--- src/rtl/cp0_intc.sv ---
// Multi-source CP0 interrupt controller: edge-latched pending lines, mask and priority,
// EPC save, per-source vectored redirect and eret return.
module cp0_intc_line (
    input  logic clk,
    input  logic rst,
    input  logic irq,
    input  logic clr,
    output logic pend
);
    logic irq_q;

    // A rising edge sets pending. If a clear arrives in the same cycle, the set wins.
    always_ff @(posedge clk or posedge rst) begin
        if (rst) begin
            irq_q <= 1'b0;
            pend  <= 1'b0;
        end else begin
            irq_q <= irq;
            if (irq && !irq_q) pend <= 1'b1;
            else if (clr)      pend <= 1'b0;
        end
    end
endmodule

module cp0_intc #(
    parameter int          N_IRQ     = 8,
    parameter logic [31:0] VEC_BASE  = 32'h0000_0100,
    parameter int          VEC_SHIFT = 3
) (
    input  logic             clk,
    input  logic             rst,
    input  logic [N_IRQ-1:0] irq_in,
    input  logic             ir_en,
    input  logic [31:0]      ret_addr,
    input  logic             eret,
    input  logic [4:0]       cp_addr_r,
    output logic [31:0]      cp_data_r,
    input  logic             cp_wen,
    input  logic [4:0]       cp_addr_w,
    input  logic [31:0]      cp_data_w,
    output logic             jump_en,
    output logic [31:0]      jump_addr,
    output logic             stall,
    output logic [31:0]      EPCR
);
    localparam logic [4:0] A_STATUS = 5'd12;
    localparam logic [4:0] A_CAUSE  = 5'd13;
    localparam logic [4:0] A_EPC    = 5'd14;

    typedef enum logic [1:0] {S_IDLE, S_ENTER, S_RETURN} state_t;

    state_t           state, state_nxt;
    logic             ie;
    logic [N_IRQ-1:0] mask, pend, elig, clr;
    logic [4:0]       cause_id, win_id;
    logic [31:0]      epc, vec_q, win_vec;
    logic             take, wr_status, wr_cause, wr_epc;

    assign wr_status = cp_wen && (cp_addr_w == A_STATUS);
    assign wr_cause  = cp_wen && (cp_addr_w == A_CAUSE);
    assign wr_epc    = cp_wen && (cp_addr_w == A_EPC);

    assign elig = pend & mask;
    assign take = (state == S_IDLE) && !eret && ie && ir_en && (|elig);

    // Scan downwards so the lowest set index is the last one assigned.
    always_comb begin
        win_id = '0;
        for (int i = N_IRQ - 1; i >= 0; i--)
            if (elig[i]) win_id = 5'(i);
    end
    assign win_vec = VEC_BASE + (32'(win_id) << VEC_SHIFT);

    always_comb begin
        for (int i = 0; i < N_IRQ; i++)
            clr[i] = ((state == S_ENTER) && (cause_id == 5'(i))) || (wr_cause && cp_data_w[8+i]);
    end

    for (genvar g = 0; g < N_IRQ; g++) begin : g_line
        cp0_intc_line u_line (
            .clk  (clk),
            .rst  (rst),
            .irq  (irq_in[g]),
            .clr  (clr[g]),
            .pend (pend[g])
        );
    end

    always_ff @(posedge clk or posedge rst) begin
        if (rst) state <= S_IDLE;
        else     state <= state_nxt;
    end

    always_comb begin
        state_nxt = state;
        jump_en   = 1'b0;
        stall     = 1'b0;
        jump_addr = '0;
        case (state)
            S_IDLE: begin
                if (eret)      state_nxt = S_RETURN;
                else if (take) state_nxt = S_ENTER;
            end
            S_ENTER: begin
                jump_en   = 1'b1;
                stall     = 1'b1;
                jump_addr = vec_q;
                state_nxt = S_IDLE;
            end
            S_RETURN: begin
                jump_en   = 1'b1;
                stall     = 1'b1;
                jump_addr = epc;
                state_nxt = S_IDLE;
            end
            default: state_nxt = S_IDLE;
        endcase
    end

    // Hardware updates of IE and EPC take precedence over a same-cycle mtc0.
    always_ff @(posedge clk or posedge rst) begin
        if (rst) begin
            ie       <= 1'b0;
            mask     <= '0;
            epc      <= '0;
            cause_id <= '0;
            vec_q    <= '0;
        end else begin
            if (take)                  ie <= 1'b0;
            else if (state == S_RETURN) ie <= 1'b1;
            else if (wr_status)        ie <= cp_data_w[0];

            if (wr_status) mask <= cp_data_w[8 +: N_IRQ];

            if (take)        epc <= ret_addr;
            else if (wr_epc) epc <= cp_data_w;

            if (take) begin
                cause_id <= win_id;
                vec_q    <= win_vec;
            end
        end
    end

    always_comb begin
        cp_data_r = '0;
        case (cp_addr_r)
            A_STATUS: begin
                cp_data_r[0]          = ie;
                cp_data_r[8 +: N_IRQ] = mask;
            end
            A_CAUSE: begin
                cp_data_r[6:2]        = cause_id;
                cp_data_r[8 +: N_IRQ] = pend;
            end
            A_EPC:   cp_data_r = epc;
            default: cp_data_r = '0;
        endcase
    end

    assign EPCR = epc;
endmodule
--- config.mk ---
export PLATFORM = sky130hd
export DESIGN_NAME = cp0_intc
export DESIGN_NICKNAME = d
export VERILOG_FILES = /design/src/rtl/cp0_intc.sv
export SDC_FILE = /design/constraint.sdc
export NUM_CORES = 1
export LEC_CHECK = 0
export CAP_MARGIN = 30
export CELL_PAD_IN_SITES_DETAIL_PLACEMENT = 1
export CELL_PAD_IN_SITES_GLOBAL_PLACEMENT = 1
export CORE_MARGIN = 2
export CORE_UTILIZATION = 31
export DETAILED_ROUTE_END_ITERATION = 8
export PLACE_DENSITY_LB_ADDON = 0.1
export SLEW_MARGIN = 0
export SYNTH_ARGS = -nofsm -noshare
export SYNTH_HDL_FRONTEND = slang
export SYNTH_HIERARCHICAL = 1
export SYNTH_SLANG_ARGS = --single-unit
--- constraint.sdc ---
create_clock -name clk -period 4 [get_ports clk]
set_input_delay 0.8 -clock clk [delete_from_list [all_inputs] [get_ports clk]]
set_output_delay 0.8 -clock clk [all_outputs]
set_load 0.03 [all_outputs]
# After elaboration in Yosys (flattened, before gate mapping)
# Index checks and enable logic that the tools add are counted.
# W data, S select, Z words.
word_totals:
  reg_bits: 96
  output_inout_bits: 98
op_classes:
  addsub: 1
  n_eq_ne: 16
  mux: 40
  bitwise_logic: 1
  reduce_logical: 62
op_table:
  columns: ["operator", "count"]
  rows:
  - ["$mux W32", 2]
  - ["$pmux W32 S2", 1]
  - ["$logic_and A1 B1 Y1", 31]
  - ["$eq A5 B4 Y1 const B", 6]
  - ["$mux W5", 6]
  - ["$pmux W8 S3", 1]
  - ["$mux W1", 22]
  - ["$eq A5 B3 Y1 const B", 4]
  - ["$reduce_bool A2 Y1", 9]
  - ["$mux W16", 1]
  - ["$add A9 B8 Y10 const A", 1]
  - ["$eq A5 B2 Y1 const B", 2]
  - ["$pmux W5 S2", 1]
  - ["$logic_not A1 Y1", 9]
  - ["$and A8 B8 Y8", 1]
  - ["$logic_or A1 B1 Y1", 8]
  - ["$reduce_or A8 Y1", 1]
  - ["$mux W2", 3]
  - ["$mux W3", 2]
  - ["$eq A5 B1 Y1 const B", 1]
  - ["$logic_not A5 Y1", 1]
  - ["$ne A3 B3 Y1 const B", 1]
  - ["$reduce_bool A3 Y1", 1]
  - ["$eq A2 B1 Y1 const B", 1]
  - ["other kinds (4)", 4]

# Depth between registers and ports, before layout
# Gate-level depths: netlist of run 1.
logic_depth:
  depth_word: 10
  depth_mapped: 7
  mapped_depth_nobuf: 6

# By module
# Netlist of run 1, hierarchy kept.
by_module_without_submodules:
  columns: ["module", "n_inst", "cells_per_inst", "area_per_inst_um2", "seq_area_each_um2"]
  rows:
  - ["cp0_intc", 1, 325, 3036.7, 1176.1]
  - ["cp0_intc_line", 8, 6, 73.8, 50.0]

# Worst setup path after synthesis of run 1
# OpenSTA, ideal clock, no wires.
synth_timing:
  path_type: "input to output"
  start: "input port cp_addr_r[4]"
  end: "output port cp_data_r[10]"
  arrival_ns: 2.110
  t_required_ns: 3.200
  setup_slack_ns: 1.090
  stages: 4
  n_path_buf: 1
  path_cell_list: "nand3b_1 or2_2 clkbuf_1 o21ai_0"
synth_via:
  elab_chain_cells: 2
synth_lines:
  columns: ["item", "line_no", "text"]
  rows:
  - ["start: declaration", "36", "input logic [4:0] cp_addr_r,"]
  - ["$eq A5 B4 Y1", "147", "case (cp_addr_r)"]
  - ["$pmux W8 S3 *", "147", null]
  - ["end: declaration", "37", "output logic [31:0] cp_data_r,"]
# Mark *: on every way between the ends. The rest lies on a longest branch, timed or not.

# Final worst setup path of run 1
layout_timing:
  start: "register state[0]"
  end: "output port jump_addr[29]"
layout_via:
  elab_chain_cells: 2
layout_lines:
  columns: ["item", "line_no", "text"]
  rows:
  - ["start: declaration", "52", "state_t state, state_nxt;"]
  - ["start signal: assignment", "91", "else state <= state_nxt;"]
  - ["$eq A2 B2 Y1 / $eq A2 B1 Y1 (equally long branches)", "99", "case (state)"]
  - ["$pmux W32 S2 *", "99", null]
  - ["end: declaration", "42", "output logic [31:0] jump_addr,"]
# Marked as above.

==> out/metrics.cfg, run 1 <==
[power]
ir_worst_vdd_uv=386
p_per_area_mw_per_mm2=659
total_power_mw=3.88
power.leakage_nw=2.60

[final_layout]
final_cells=698
areaGrowthSynthToFinish_pct=62.2
drive_above_1_share_pct=15.3
register_area_mm2=0.00158
stdcell_area_mm2=0.00588
num-nets-final=640
fill_cells=1297
antenna-diode-count=0
multi_input_area_mm2=0.00180

[route]
drtIter0Drc=120
firstDrtPassIters=4
drc=0
routedWlPerCell_um=19.0
wl_um=13300
vias_per_cell=5.01
drtAntennaViolNets=0
vias=3499

[clock_network]
cts_setup_buffers=0
hold_buffers=0
clockRootBuffer=clkbuf_16
clk_pin_slew_ns=0.06
clkLatencyLatePin_ns=0.34
cts-resized-gates=0
numCtsBuffers=9
cts-htree-levels=3
clock_sinks=63
cts.path.max_buffers=2
cts_tree=built

[synthesis]
mappedNetlistNets=463
synth_seq_cells=63
synth_area_mm2=0.00363
synth_most_common_cell=dfrtp_1
synth.distinct_cells=40
synth_edf_count=0
synth_area_leaders=dfrtp_1 (43%), mux2i_1 (11%), nand2_1 (5.1%)
synth_cells=373
ys_seq_area_share_pct=43.5
async_reset_ff_share_pct=100
yosysTopAreaCell=dfrtp_1
yosys_warnings=6
synth_top_area_share_pct=43.5
netlist_top_cells_count=dfrtp_1 (63), nand2_1 (49), mux2i_1 (41), inv_1 (33), o21ai_1 (29)
yosys_most_used_dff=dfrtp_1
avgSynthCellArea_um2=9.72

[placed_design]
dp_hpwl_um=10100
dpl.cell_count=682
placed_cell_area_mm2=0.00554
portBuffers=184
gp_congestion=0.798

[grt]
grt_max_degree=61
grt_usage_pct=21.9
grt_pass1_vias=3862
grt_remaining_overflow=0
grt_antenna_before_repair=0
grt_first_pass_wirelength_um=21500

[floorplan]
coreArea_mm2=0.0114
initial_core_util_pct=31.8
num_rows=39
die_x_um=112
die_h_um=112
die-area_mm2=0.0126
ioPinCount=185

[setup_path]
cp_max_fo=21
startpoint_type=flop
r2r_slack_ns=1.92
r2r_end=state[1]$_DFFE_PP0P_
required_ns=3.20
critical_path_class=flop to output port
r2r_cells=7
worstSetupEndpointType=output port
arrival_ns=2.73
r2r-start=state[1]$_DFFE_PP0P_

[sta]
finalCritPeriodShare_pct=88.3
finClkSkew_ns=0.00547
finalHoldViolCount=0
finalSetupViolCount=0
rsz0062_at_grt=false
setup-tns-final_ns=0
slew_headroom_pct=41.3
holdWs_ns=0.445
slew_viol_final=0
tightest_slew_ns=0.881
fmax_ghz=0.283
min_period_ns=3.53

[outcome]
outcome=complete, no violations

[job]
maxCapViolCount=0

[hold_path]
min_path_type=flop to flop
whs_endpoint=g_line[2].u_line/pend$_DFFE_PP0P_
worst_hold_path.num_cells=1
min_from=g_line[2].u_line/irq_q$_DFF_PP0_

-- metal layers --
layer	part of all wire, %	GRT usage (%)
met5	0	0
met4	1.4	5.53
met3	6.4	7.02
met2	52	39.1
met1	40	25.5
-- logic make-up (layout without fill, tap and decap cells) --
family	after synthesis	count (layout)	share of synthesized area, %
flip-flops	63	63	43.5
AND/OR/NAND/NOR	118	118	17.8
AO/OA/AOI/OAI	81	81	16.2
adder cells (fa/ha/maj)	3	3	1.03
buffers and inverters	59	241	7.62
multiplexers	49	49	13.8
-- power breakdown --
part / internal [mW] / switching, mW
clock: 0.623 / 0.295
combinational: 0.772 / 1.06
sequential: 0.853 / 0.271
total: 2.25 / 1.63
-- registers in the layout (all words and copies together) (netlist names) --
name / flops
vec_q: 2
mask: 8
g_line.u_line/irq_q: 8
ie: 1
EPCR: 32
state: 2
g_line.u_line/pend: 8
cause_id: 2
-- how the worst max path moves through the flow --
stage	start	endpoint	slack [ns]	cells past startpoint
detailed placement	cp_addr_r[4]	cp_data_r[2]	0.66	6
global placement	cp_addr_r[4]	cp_data_r[2]	0.71	6
finish	state[0]$_DFFE_PP0P_	jump_addr[29]	0.47	5
floorplan	cp_addr_r[4]	cp_data_r[10]	1.09	4
global route	state[0]$_DFFE_PP0P_	jump_addr[22]	0.35	5
CTS	state[0]$_DFFE_PP0P_	jump_addr[0]	0.50	5
-- cells in the final DEF, fill, tap and decap left out, types with 2 or more instances in the layout --
master / netlist / routed
a21oi_1: 5 / 5
a22oi_1: 4 / 4
a22oi_2: 4 / 4
a32o_1: 8 / 8
and2_1: 21 / 21
and3_1: 28 / 28
buf_12: 0 / 3
buf_4: 3 / 37
bufinv_16: 0 / 3
clkbuf_16: 0 / 9
clkdlybuf4s50_1: 0 / 152
clkinv_2: 0 / 2
dfrtp_1: 63 / 63
ha_1: 3 / 3
inv_1: 33 / 32
mux2_2: 8 / 8
mux2i_1: 41 / 41
nand2_1: 49 / 49
nand3_1: 2 / 2
nor2_1: 5 / 5
nor2b_1: 4 / 4
nor3b_4: 0 / 2
o21ai_0: 12 / 12
o21ai_1: 29 / 29
o22ai_2: 8 / 8
o31ai_1: 3 / 3
-- final cells by class --
type / count / share of cell area (%)
Timing Repair Buffer: 192 / 31.6
Sequential cell: 63 / 26.8
Clock inverter: 6 / 1.83
Inverter: 33 / 2.11
Tap cell: 143 / 3.04
Clock buffer: 10 / 4.06
Multi-Input combinational cell: 251 / 30.6
-- worst max-delay path: stages (launching register included) --
cell and delay (ns):
dfrtp_1 0.40, inv_1 0.09, ha_1 0.74, buf_4 0.32
and3_1 0.17, clkdlybuf4s50_1 0.68
-- through the flow --
stage / util [%] / setup slack [ns]
finish: 51.5 / 0.468
floorplan: - / 1.09
CTS: 51.5 / 0.502
detailed placement: 48.5 / 0.660
global route: 51.5 / 0.345
global placement: 48.3 / 0.709
Power figures use the tool's default switching activity.
==> run 2: changes to the inputs <==
--- a/config.mk
+++ b/config.mk
@@ -9,7 +9,7 @@
 export CELL_PAD_IN_SITES_DETAIL_PLACEMENT = 1
 export CELL_PAD_IN_SITES_GLOBAL_PLACEMENT = 1
 export CORE_MARGIN = 2
-export CORE_UTILIZATION = 31
+export CORE_UTILIZATION = 29
 export DETAILED_ROUTE_END_ITERATION = 8
 export PLACE_DENSITY_LB_ADDON = 0.1
 export SLEW_MARGIN = 0
==> constraint.sdc (replaced) <==
create_clock -name clk -period 3.55 [get_ports clk]
set_input_delay 0.71 -clock clk [delete_from_list [all_inputs] [get_ports clk]]
set_output_delay 0.71 -clock clk [all_outputs]
set_load 0.03 [all_outputs]
==> out/metrics.cfg, run 2 (synthesis gave the netlist of run 1 again) <==
[setup_path]
required_ns=2.84
r2r_cells=6
arrival_ns=2.32
cp_max_fo=32
startpoint_type=flop
critical_path_class=flop to output port
worstSetupEndpointType=output port

[final_layout]
areaGrowthSynthToFinish_pct=61.0
final_common_cell=clkdlybuf4s50_1
num-nets-final=644
largest_reg_flops=32
final_cell_mix=clkdlybuf4s50_1 (152), dfrtp_1 (63), nand2_1 (49)
utilization_pct=48.2
stdcell_area_mm2=0.00584
drive_above_1_share_pct=15.6
antenna-diode-count=0
final_cells=726

[power]
p_int_mw=2.32
p_sw_mw=1.81
combPwrFrac_pct=50.1
ir_worst_vdd_uv=297
power.leakage_nw=2.58
p_per_area_mw_per_mm2=707
total_power_mw=4.13
pwr-share-seq_pct=30.7
power_frac_clock_pct=19.2
p_sw_share_pct=43.8

[hold_path]
worst_hold_path.num_cells=1
min_path_type=flop to flop

[sta]
slew_viol_final=0
rsz0062_at_grt=false
min_period_ns=3.03
finClkSkew_ns=0.00344
finalHoldViolCount=0
tightest_slew_ns=0.608
slew_headroom_pct=59.3
finalSetupViolCount=0
holdWs_ns=0.448
finalCritPeriodShare_pct=85.3
setup-tns-final_ns=0
postLayoutSetupSlackWorst_ns=0.522
fmax_ghz=0.330

[route]
vias_per_cell=4.86
drtIter0Drc=76
routedWlPerCell_um=18.4
wl_um=13300
firstDrtPassIters=4
drtAntennaViolNets=0
drc=0
vias=3529

[placed_design]
dpl.cell_count=711
dpl_worst_slack_ns=0.559
gp_congestion=0.785
dp_hpwl_um=10200
portBuffers=184
placed_cell_area_mm2=0.00557

[floorplan]
initial_core_util_pct=29.9
num_rows=40
coreArea_mm2=0.0121
die_h_um=116
ioPinCount=185
die-area_mm2=0.0134
die_x_um=116

[grt]
grt_pass1_vias=3989
grt_usage_pct=20.4
grt_max_degree=33
grt_remaining_overflow=0
grt_first_pass_wirelength_um=20800
grt_antenna_before_repair=0

[clock_network]
clockRootBuffer=clkbuf_16
clk_pin_slew_ns=0.05
hold_buffers=0
cts.path.max_buffers=2
cts_tree=built
cts-htree-levels=3
clock_sinks=63
clkLatencyLatePin_ns=0.33
numCtsBuffers=9
cts-resized-gates=0
cts_setup_buffers=0

[job]
maxCapViolCount=0

[outcome]
outcome=complete, no violations

## run 2: changes by cell type in the layout (fill, tap and decap cells not counted)
| cell | previous run | this run |
|---|---|---|
| buf_12 | 3 | 1 |
| buf_4 | 37 | 43 |
| clkinv_2 | 2 | 3 |
| bufinv_16 | 3 | 0 |
| clkbuf_1 | 0 | 1 |
## run 2: final timing paths
| check | start | slack (ns) | endpoint |
|---|---|---|---|
| hold reg to reg | g_line[3].u_line/irq_q$_DFF_PP0_ | 0.45 | g_line[3].u_line/pend$_DFFE_PP0P_ |
| max in group asynchronous | rst | 1.89 | mask[0]$_DFFE_PP0P_ |
| setup reg to reg | state[0]$_DFFE_PP0P_ | 1.45 | EPCR[11]$_DFFE_PP0P_ |
| setup / recovery | state[0]$_DFFE_PP0P_ | 0.52 | jump_addr[4] |
| min in group asynchronous | rst | 0.81 | g_line[5].u_line/pend$_DFFE_PP0P_ |
| hold / removal | g_line[3].u_line/irq_q$_DFF_PP0_ | 0.45 | g_line[3].u_line/pend$_DFFE_PP0P_ |
## run 2: final cells by class
class / instances / area [µm²]
Fill cell: 1406 / 6270
Clock inverter: 4 / 22.5
Sequential cell: 63 / 1580
Tap cell: 168 / 210
Clock buffer: 11 / 243
Inverter: 33 / 124
Timing Repair Buffer: 196 / 1860
Multi-Input combinational cell: 251 / 1800
## run 2: power by group through the flow
stage | clock network (mW) | logic (mW) | registers [mW]
floorplan | 0 | 0.903 | 1.48
global placement | 0 | 2.05 | 1.26
detailed placement | 0 | 2.09 | 1.27
CTS | 0.818 | 2.09 | 1.27
global route | 0.849 | 2.21 | 1.31
finish | 0.792 | 2.07 | 1.27
## run 2: metal layers
metal  track usage (%)  share of wire [%]  vias up
met5                 0                  0        -
met4              6.83                1.9        0
met3              5.86                5.5       22
met2              36.5                 51      115
met1              23.5                 41     1748
li1                  -                  -     1644
## run 2: critical path: stages, from the launching register on
cell	delay, ns
dfrtp_1	0.40
inv_1	0.09
ha_1	0.17
buf_4	0.32
a22oi_1	0.15
nor2b_1	0.13
clkdlybuf4s50_1	0.72
